<file path="src/rtl/clock_pkg.sv">
// rtl/clock_pkg.sv - shared digit indices, BCD limits and helpers for clock_adjust_ctrl
package clock_pkg;

    typedef logic [3:0] bcd_t;

    localparam int NUM_DIGITS = 6;

    // Digit positions inside the 24-bit HH:MM:SS vector (4 bits each, LSB first)
    localparam logic [2:0] DIG_SU = 3'd0;
    localparam logic [2:0] DIG_ST = 3'd1;
    localparam logic [2:0] DIG_MU = 3'd2;
    localparam logic [2:0] DIG_MT = 3'd3;
    localparam logic [2:0] DIG_HU = 3'd4;
    localparam logic [2:0] DIG_HT = 3'd5;

    // Highest legal value of each digit; hour units drop to 3 in the twenties
    localparam bcd_t LIM_SU    = 4'd9;
    localparam bcd_t LIM_ST    = 4'd5;
    localparam bcd_t LIM_MU    = 4'd9;
    localparam bcd_t LIM_MT    = 4'd5;
    localparam bcd_t LIM_HU    = 4'd9;
    localparam bcd_t LIM_HU_20 = 4'd3;
    localparam bcd_t LIM_HT    = 4'd2;

    function automatic bcd_t digit_limit(input logic [2:0] idx, input bcd_t hour_tens);
        bcd_t lim;
        case (idx)
            DIG_SU:  lim = LIM_SU;
            DIG_ST:  lim = LIM_ST;
            DIG_MU:  lim = LIM_MU;
            DIG_MT:  lim = LIM_MT;
            DIG_HU:  lim = (hour_tens == LIM_HT) ? LIM_HU_20 : LIM_HU;
            DIG_HT:  lim = LIM_HT;
            default: lim = 4'd0;
        endcase
        return lim;
    endfunction

endpackage

</file>
<file path="src/rtl/sec_prescaler.sv">
// rtl/sec_prescaler.sv - one-second prescaler, terminal-count pulse while enabled
// Ports:
//   clk     in  system clock
//   rst     in  asynchronous active-high reset
//   i_en    in  1 = count, 0 = hold counter at 0
//   o_pulse out high during the cycle the counter sits at CLK_HZ-1 (combinational)
module sec_prescaler #(
    parameter int CLK_HZ = 50_000_000
) (
    input  logic clk,
    input  logic rst,
    input  logic i_en,
    output logic o_pulse
);

    localparam int CW = $clog2(CLK_HZ);
    localparam logic [CW-1:0] TC = CW'(CLK_HZ - 1);

    logic [CW-1:0] r_cnt;
    logic          w_at_tc;

    assign w_at_tc = (r_cnt == TC);
    assign o_pulse = i_en && w_at_tc;

    // Disabling discards any partial second so the next one is a full CLK_HZ cycles
    always_ff @(posedge clk or posedge rst) begin
        if (rst) begin
            r_cnt <= '0;
        end else if (!i_en || w_at_tc) begin
            r_cnt <= '0;
        end else begin
            r_cnt <= r_cnt + CW'(1);
        end
    end

endmodule

</file>
<file path="src/rtl/clock_adjust_ctrl.sv">
// rtl/clock_adjust_ctrl.sv - HH:MM:SS timekeeper with run mode and per-digit adjust edits
// Ports:
//   CLOCK_50    in  system clock
//   reset       in  asynchronous active-high reset
//   adjust      in  1 = run, 0 = adjust (edits applied)
//   select[3:0] in  digit under edit, 0 = sec units .. 5 = hour tens, 6..15 = none
//   add         in  increment request, rising edge significant
//   clr         in  clear request, level
//   digits      out BCD HH:MM:SS, [3:0] = sec units .. [23:20] = hour tens
//   sec_tick    out one-cycle pulse per run-mode second
//   digit_blank out per-digit blank mask
// Optional feature macro: CLOCK_ADJ_BLINK_EN (2 Hz blink of the digit under edit)
module clock_adjust_ctrl
    import clock_pkg::*;
#(
    parameter int CLK_HZ = 50_000_000
) (
    input  logic        CLOCK_50,
    input  logic        reset,
    input  logic        adjust,
    input  logic [3:0]  select,
    input  logic        add,
    input  logic        clr,
    output logic [23:0] digits,
    output logic        sec_tick,
    output logic [5:0]  digit_blank
);

    bcd_t       r_d [NUM_DIGITS];
    logic       r_add_q;
    logic       r_sec_tick;

    logic       w_tick;
    logic       w_sel_valid;
    logic [2:0] w_sel;
    logic       w_add_edge;
    bcd_t       w_edit_val;
    logic       w_force_hu;
    bcd_t       w_run_next [NUM_DIGITS];

    sec_prescaler #(
        .CLK_HZ (CLK_HZ)
    ) u_prescaler (
        .clk     (CLOCK_50),
        .rst     (reset),
        .i_en    (adjust),
        .o_pulse (w_tick)
    );

    assign w_sel       = select[2:0];
    assign w_sel_valid = (select < 4'd6);
    assign w_add_edge  = add && !r_add_q;

    // Single-digit edit: wraps at that digit's own limit, never carries
    assign w_edit_val = (r_d[w_sel] >= digit_limit(w_sel, r_d[DIG_HT])) ? 4'd0
                                                                         : r_d[w_sel] + 4'd1;

    // Hour tens becoming 2 would leave an illegal 24..29 unless hour units are clamped
    assign w_force_hu = (w_sel == DIG_HT) && (w_edit_val == LIM_HT) && (r_d[DIG_HU] > LIM_HU_20);

    // One-second advance with full ripple carry; 23:59:59 rolls to 00:00:00
    // because hour units wrap at 3 and then hour tens wraps at 2.
    always_comb begin
        logic carry;
        carry = 1'b1;
        for (int i = 0; i < NUM_DIGITS; i++) begin
            w_run_next[i] = r_d[i];
            if (carry) begin
                if (r_d[i] >= digit_limit(3'(i), r_d[DIG_HT])) begin
                    w_run_next[i] = 4'd0;
                end else begin
                    w_run_next[i] = r_d[i] + 4'd1;
                    carry         = 1'b0;
                end
            end
        end
    end

    // add_q resets high so an add held through reset release does not fire
    always_ff @(posedge CLOCK_50 or posedge reset) begin
        if (reset) begin
            for (int i = 0; i < NUM_DIGITS; i++) begin
                r_d[i] <= 4'd0;
            end
            r_add_q    <= 1'b1;
            r_sec_tick <= 1'b0;
        end else begin
            r_add_q    <= add;
            r_sec_tick <= w_tick;
            if (adjust) begin
                if (w_tick) begin
                    for (int i = 0; i < NUM_DIGITS; i++) begin
                        r_d[i] <= w_run_next[i];
                    end
                end
            end else if (w_sel_valid) begin
                // clr has priority; a coincident add edge is consumed via add_q
                if (clr) begin
                    r_d[w_sel] <= 4'd0;
                end else if (w_add_edge) begin
                    r_d[w_sel] <= w_edit_val;
                    if (w_force_hu) begin
                        r_d[DIG_HU] <= LIM_HU_20;
                    end
                end
            end
        end
    end

    assign digits   = {r_d[DIG_HT], r_d[DIG_HU], r_d[DIG_MT], r_d[DIG_MU], r_d[DIG_ST], r_d[DIG_SU]};
    assign sec_tick = r_sec_tick;

`ifdef CLOCK_ADJ_BLINK_EN
    localparam int BLINK_TC = CLK_HZ / 4;
    localparam int BW       = $clog2(BLINK_TC) + 1;

    logic [BW-1:0] r_blink_cnt;
    logic          r_blink_phase;
    logic [5:0]    r_digit_blank;
    logic          w_blink_wrap;
    logic          w_phase_next;

    assign w_blink_wrap = (r_blink_cnt == BW'(BLINK_TC - 1));
    assign w_phase_next = w_blink_wrap ? ~r_blink_phase : r_blink_phase;

    // Held clear in run mode so the edited digit starts visible on entry to adjust
    always_ff @(posedge CLOCK_50 or posedge reset) begin
        if (reset) begin
            r_blink_cnt   <= '0;
            r_blink_phase <= 1'b0;
            r_digit_blank <= '0;
        end else if (adjust) begin
            r_blink_cnt   <= '0;
            r_blink_phase <= 1'b0;
            r_digit_blank <= '0;
        end else begin
            r_blink_cnt   <= w_blink_wrap ? '0 : r_blink_cnt + BW'(1);
            r_blink_phase <= w_phase_next;
            r_digit_blank <= w_sel_valid ? (6'(w_phase_next) << w_sel) : 6'd0;
        end
    end

    assign digit_blank = r_digit_blank;
`else
    assign digit_blank = 6'd0;
`endif

endmodule

</file>
<file path="config.mk">
export PLATFORM = sky130hd
export DESIGN_NAME = clock_adjust_ctrl
export DESIGN_NICKNAME = d
export VERILOG_FILES = /design/src/rtl/clock_pkg.sv /design/src/rtl/sec_prescaler.sv /design/src/rtl/clock_adjust_ctrl.sv
export SDC_FILE = /design/constraint.sdc
export NUM_CORES = 1
export LEC_CHECK = 0
export CAP_MARGIN = 20
export CORE_UTILIZATION = 30
export DETAILED_ROUTE_END_ITERATION = 12
export PLACE_DENSITY = 0.6
export SYNTH_ARGS = -nofsm -noshare
export SYNTH_HDL_FRONTEND = slang
export SYNTH_SLANG_ARGS = --single-unit
</file>
<file path="constraint.sdc">
create_clock -name CLOCK_50 -period 3.4 [get_ports CLOCK_50]
set_clock_uncertainty 0.05 [all_clocks]
set_input_delay 0.85 -clock CLOCK_50 [delete_from_list [all_inputs] [get_ports CLOCK_50]]
set_output_delay 0.85 -clock CLOCK_50 [all_outputs]
set_load 0.01 [all_outputs]
</file>
==> results of run 1 <==
state kept, by name, indices dropped and copies added (netlist names):
| name | flops |
|---|---|
| sec_tick | 1 |
| r_add_q | 1 |
| u_prescaler.r_cnt | 26 |
| digits | 24 |
Yosys cell counts, types with 4 or more instances:
| cell | number | share of area |
|---|---|---|
| clkbuf_1 | 14 | 0.013 |
| or2_2 | 4 | 0.0063 |
| or3_1 | 9 | 0.014 |
| a31oi_1 | 7 | 0.011 |
| xnor2_1 | 8 | 0.018 |
| mux2_2 | 7 | 0.020 |
| nor2_1 | 51 | 0.048 |
| and4_1 | 5 | 0.011 |
| dfrtp_1 | 51 | 0.32 |
| o211ai_1 | 5 | 0.0095 |
| a22o_1 | 5 | 0.011 |
| ha_1 | 21 | 0.067 |
| nor3b_1 | 9 | 0.017 |
| nand4_1 | 10 | 0.016 |
| o21ai_0 | 33 | 0.042 |
| mux2i_1 | 6 | 0.015 |
| nor3_1 | 13 | 0.016 |
| and3_1 | 6 | 0.0095 |
| a21oi_1 | 14 | 0.018 |
| nand2b_1 | 6 | 0.0095 |
| nand2_1 | 28 | 0.027 |
| o31ai_1 | 4 | 0.0076 |
| nor2b_1 | 9 | 0.014 |
| inv_1 | 24 | 0.023 |
| buf_4 | 7 | 0.013 |
| nor4_1 | 5 | 0.0079 |
| xor2_1 | 13 | 0.029 |
| nand3_1 | 19 | 0.024 |
| mux4_2 | 4 | 0.023 |
layer usage:
layer	global-route usage	up-vias	routed length [um]
li1	-	1794	-
met1	0.250	1862	5350
met2	0.276	133	5250
met3	0.0270	23	755
met4	0.0498	0	269
met5	0	-	0
cells by family (layout without fill, tap and decap cells):
group                      after synthesis  count (layout)  synth area share
buffers and inverters                   51             115            0.0580
and+or+nand+nor                        189             189             0.256
DFF                                     52              52             0.330
xor gates and xnor gates                21              21            0.0466
other                                    1               6          0.000950
muxes                                   18              18            0.0618
AOI/OAI and AO/OA                      105             105             0.180
adders and majority gates               21              21            0.0666
report_power, final:
part	switching, uW	internal (uW)	total [uW]
logic	419	396	815
registers	80.5	672	752
clock network	248	279	527
total	748	1350	2090
worst register-to-register path, cell delays in order (launching register included):
cell       delay, ps
dfrtp_1          500
mux4_2           530
a22oi_2          220
ha_1             260
nand2b_1         180
a2111oi_4        420
nor2_4           110
nor3b_2          250
nand4b_1         130
a32o_1           270
layout make-up:
class | instances | area, um2
inverter | 26 | 97.6
fill | 1333 | 7740
sequential | 52 | 1300
clock inverter | 3 | 26.3
timing repair buffer | 81 | 713
tap | 172 | 215
clock buffer | 5 | 125
multi-input combinational | 360 | 2500
through the flow:
stage | instance area (um2) | setup slack (ps)
6_report | 4980 | 102
5_1_grt | 4980 | 5.45
4_1_cts | 4970 | 0.217
3_5_place_dp | 4800 | -689
3_3_place_gp | 4800 | -668
2_1_floorplan | 4010 | 8.51
path summary, 6_finish.rpt:
kind	from	to	cells after the start
min in group asynchronous	reset	u_prescaler.r_cnt[17]$_DFF_PP0_	2
hold / removal	u_prescaler.r_cnt[0]$_DFF_PP0_	u_prescaler.r_cnt[0]$_DFF_PP0_	1
max in group asynchronous	reset	r_add_q$_DFF_PP1_	3
hold reg to reg	u_prescaler.r_cnt[0]$_DFF_PP0_	u_prescaler.r_cnt[0]$_DFF_PP0_	1
setup reg to reg	digits[4]$_DFFE_PP0P_	digits[19]$_DFFE_PP0P_	9
setup / recovery	select[1]	digits[19]$_DFFE_PP0P_	10
what timing repair did:
action / in CTS / in global routing
setup endpoints to repair: 24 / 21
resized for setup: 10 / 9
gates cloned: 0 / 0
buffers inserted: 0 / 1
pin swaps: 1 / 5
==> qor.txt, run 1 <==
Status - finished, final reports clean
IO Pins - 40
Register clock-pin slew on the reported worst setup and hold paths - 70 ps
Crit path max-delay family - compound AO/OA/AOI/OAI gates
VDD IR max - 0.204 mV
Finished Core Util - 0.392
Power Density - 420 nW/um2
Critical path capture point type - register
Die ar. - 13600 um2
Hold buffer count at cts - 0
Mean Syn Cell Area - 8.62 um2
Sequential fraction of the synthesis area - 0.330
Worst Tran Pin Value - 639 ps
First-pass DRT Iterations - 4
Placed insts - 690
Pleak - 0.00209 uW
Final ANT Viol Nets - 0
Crit Path Category - input pin to register
Hold slack - 440 ps
Netlist Area Pre-Place - 3950 um2
Crit path launch type - input pin
Crit path required time - 3530 ps
Layout area overhead - 26.3%
Die height - 117 um
WL final - 11600 um
Distinct cell type count after synthesis - 69
Drt wl/cell - 16.6 um
Primary FF master, synth - dfrtp_1
First-pass GRT wire length - 18300 um
Row count - 41
Arr. time, crit path - 3430 ps
Largest net degree at the start of global routing - 29
FF-to-FF setup slack - 370 ps
Number of global-route vias before repair - 3399
Mapped Cells - 458
Max-Slew Margin vs Limit - 0.570
Grt total ovfl - 0
Routed vias/inst - 5.45
Total power - 2090 uW
Clk_lat worst skew - 300 ps
Worst-path fanout max - 5
Fin. Hold Viols - 0
FFs w/ async S/R, synth - 1.00
Clk root buf - clkbuf_16
Setup tns final - 0 ps
Gpl congestion - 0.914
CP cell instances - clkdlybuf4s15_1 -> mux4_2 -> a22oi_2 -> ha_1 -> nand2b_1 -> a2111oi_4 -> nor2_4 -> nor3b_2 -> nand4b_1 -> a32o_1
Initial antenna violation count - 0
Fraction of layout cells with a size suffix above 1 - 0.175
Clock Path Buffers - 2
Total GRT Usage - 0.176
Min Clock Period, post-route - 3300 ps
CP peak stage delay - 420 ps
Hold WC Path Type - register to register
Post-synth EDFFs - 0
CTS Sinks - 52
TritonCTS buffer count - 5
Core Footprint - 12700 um2
Vias - 3812
Initial Utilization - 0.310
Flops & latches, synth - 52
Synth warnings - 0
Antenna Cells - 0
Setup violators final - 0
RSZ-0062 raised after global routing - false
WP buf/inv - 1
Residual DRC - 0
Nets - 556
Commonest non-fill, non-tap cell in the layout - dfrtp_1
Max Cap Viol - 0
Fmax - 303 MHz
H-tree depth - 2
Final Non-Filler Cells - 699
Most frequent cells in the layout - dfrtp_1 (51), nor2_1 (50), buf_4 (44)
Period utilisation layout - 0.970
Crit-path slowest cell - a2111oi_4
Port Buffers - 33
Die Span X - 117 um
Initial DRC count - 285
Count of final max-slew check failures - 0
Post-DP HPWL - 8820 um
CTS tree - built
Note: power is estimated with default switching activity, not from simulation.
==> run 2, diff against run 1 <==
PLACE_DENSITY = 0.59   (was 0.6)
clock period = 4.2 ns   (was 3.4 ns; I/O delays follow)
==> qor.txt, run 2 (synthesis results as in run 1) <==
Initial Utilization - 0.310 (unchanged)
Clk_lat worst skew - 290 ps (was 300 ps)
TritonCTS buffer count - 5 (unchanged)
Setup tns final - 0 ps (unchanged)
Initial antenna violation count - 0 (unchanged)
Placed insts - 675 (was 690)
Cell mode on critical path - buf_4
FF-to-FF Start - digits[0]$_DFFE_PP0P_ (was digits[4]$_DFFE_PP0P_)
First-pass GRT wire length - 18300 um (about the same)
Die Span X - 117 um (unchanged)
Fillers - 1311 (was 1333)
Hold endpoint - u_prescaler.r_cnt[0]$_DFF_PP0_ (unchanged)
IO Pins - 40 (unchanged)
CP cell instances - clkdlybuf4s50_1 -> buf_4 -> mux4_2 -> a22o_1 -> buf_4 -> ha_1 -> and3b_1 -> mux2i_1 -> o2111ai_1 -> nor3b_2 -> o211a_2 -> a32o_1 (was clkdlybuf4s15_1 -> mux4_2 -> a22oi_2 -> ha_1 -> nand2b_1 -> a2111oi_4 -> nor2_4 -> nor3b_2 -> nand4b_1 -> a32o_1)
Max-Slew Margin vs Limit - 0.530 (was 0.570)
WHS Path Cells - 1 (unchanged)
Hold buffer count at cts - 0 (unchanged)
VDD IR max - 0.173 mV (was 0.204 mV)
Fraction of layout cells with a size suffix above 1 - 0.133 (was 0.175)
CTS tree - built (unchanged)
Reg-to-Reg End - digits[7]$_DFFE_PP0P_ (was digits[19]$_DFFE_PP0P_)
Post-DP HPWL - 8380 um (was 8820 um)
Die height - 117 um (unchanged)
H-tree depth - 2 (unchanged)
WL final - 11200 um (was 11600 um)
Max reg flops - 26 (unchanged)
Hold WC Path Type - register to register (unchanged)
Fin. Hold Viols - 0 (unchanged)
Crit Path Category - input pin to register (unchanged)
FF-to-FF setup slack - 1030 ps (was 370 ps)
Vias - 3708 (was 3812)
Min Clock Period, post-route - 4030 ps
Reg2Reg Depth - 11 (was 9)
Clk root buf - clkbuf_16 (unchanged)
Pleak - 0.00199 uW (was 0.00209 uW)
Residual DRC - 0 (unchanged)
Worst Tran Pin Value - 698 ps (was 639 ps)
Critical path capture point type - register (unchanged)
Crit-path slowest cell - mux4_2 (was a2111oi_4)
RSZ-0062 raised after global routing - false (unchanged)
Power Density - 333 nW/um2 (was 420 nW/um2)
Largest net degree at the start of global routing - 29 (unchanged)
Setup violators final - 0 (unchanged)
Grt total ovfl - 0 (unchanged)
Crit path launch type - input pin (unchanged)
CP peak stage delay - 540 ps (was 420 ps)
Final Non-Filler Cells - 683 (was 699)
Count of final max-slew check failures - 0 (unchanged)
Largest reg by FF count - u_prescaler.r_cnt (unchanged)
Fmax - 248 MHz
Layout area overhead - 21.6% (was 26.3%)
Critical Path Start - select[0] (was select[1])
Row count - 41 (unchanged)
Setup bufs post-CTS - 0 (unchanged)
Routed vias/inst - 5.43 (was 5.45)
WP buf/inv - 3 (was 1)
Total GRT Usage - 0.172 (was 0.176)
Most frequent cells in the layout - nor2_1 (51), dfrtp_1 (51), o21ai_0 (33), clkdlybuf4s50_1 (33), buf_4 (31) (was dfrtp_1 (51), nor2_1 (50), buf_4 (44))
Die ar. - 13600 um2 (unchanged)
Status - finished, final reports clean (unchanged)
CTS Sinks - 52 (unchanged)
First-pass DRT Iterations - 5 (was 4)
Nets - 540 (was 556)
Final ANT Viol Nets - 0 (unchanged)
Min-delay src - u_prescaler.r_cnt[0]$_DFF_PP0_ (unchanged)
Max Cap Viol - 0 (unchanged)
Arr. time, crit path - 4160 ps (was 3430 ps)
Number of global-route vias before repair - 3480 (was 3399)
Period utilisation layout - 0.960
Register clock-pin slew on the reported worst setup and hold paths - 70 ps (about the same)
Antenna Cells - 0 (unchanged)
Crit path max-delay family - compound AO/OA/AOI/OAI gates (unchanged)
Crit path required time - 4330 ps (was 3530 ps)
Worst-path fanout max - 6 (was 5)
Clock Path Buffers - 2 (unchanged)
Port Buffers - 33 (unchanged)
Drt wl/cell - 16.4 um (was 16.6 um)
Gpl congestion - 0.859 (was 0.914)
Core Footprint - 12700 um2 (unchanged)
Initial DRC count - 271 (was 285)
## run 2: cell count changes in the layout (fill, tap and decap cells not counted), moves of 2 or more
cell             before  now
buf_4                44   31
clkdlybuf4s50_1      30   33
buf_6                 2    0
clkinvlp_4            2    0
## run 2: worst max path at each step
stage / end / slack [ps] / depth (start not counted)
6_report: digits[19]$_DFFE_PP0P_ / 170 / 12
2_1_floorplan: digits[19]$_DFFE_PP0P_ / 160 / 11
3_3_place_gp: digits[19]$_DFFE_PP0P_ / -90 / 11
3_5_place_dp: digits[19]$_DFFE_PP0P_ / -170 / 11
5_1_grt: digits[7]$_DFFE_PP0P_ / 20 / 12
4_1_cts: digits[19]$_DFFE_PP0P_ / 130 / 11
## run 2: worst register-to-register path: cells and delay by family, from the launching register on
family | cells | cell delay [ps]
flops | 1 | 510
buf+inv | 2 | 390
fa+ha+maj | 1 | 250
compound gates | 4 | 860
simple gates | 3 | 490
mux | 1 | 550
## run 2: timing repair
item | CTS | global route
setup endpoints to repair | 0 | 5
endpoints found under the hold margin | 0 | 0
gates resized for setup | 0 | 5
## run 2: layer usage
layer	global-route usage	routed length (um)	vias to the layer above
li1	-	-	1762
met4	0.0574	259	0
met1	0.242	5170	1819
met5	0	0	-
met3	0.0254	581	20
met2	0.270	5200	107
## run 2: area by class of cell
| type | count | area (um2) | area share |
|---|---|---|---|
| Inverter | 26 | 97.6 | 0.0203 |
| Multi-Input combinational cell | 360 | 2460 | 0.512 |
| Clock inverter | 2 | 13.8 | 0.00287 |
| Tap cell | 172 | 215 | 0.0448 |
| Sequential cell | 52 | 1300 | 0.271 |
| Timing Repair Buffer | 65 | 583 | 0.121 |
| Clock buffer | 6 | 129 | 0.0269 |
## run 2: power breakdown
group | leakage [uW] | switching [uW] | internal [uW]
Clock | 0.0000712 | 192 | 223
Sequential | 0.000699 | 105 | 543
Combinational | 0.00122 | 269 | 266
Total | 0.00199 | 565 | 1030
## run 2: metrics by stage
| stage | util | hold WS [ps] | total power, uW | instance area (um2) | worst slack [ps] |
|---|---|---|---|---|---|
| 2_1_floorplan | - | 405 | 943 | 3970 | 165 |
| 5_1_grt | 0.377 | 483 | 1700 | 4800 | 18.4 |
| 3_3_place_gp | 0.365 | 421 | 1170 | 4640 | -88.1 |
| 4_1_cts | 0.376 | 442 | 1600 | 4780 | 130 |
| 3_5_place_dp | 0.365 | 432 | 1180 | 4640 | -171 |
| 6_report | 0.377 | 444 | 1600 | 4800 | 169 |
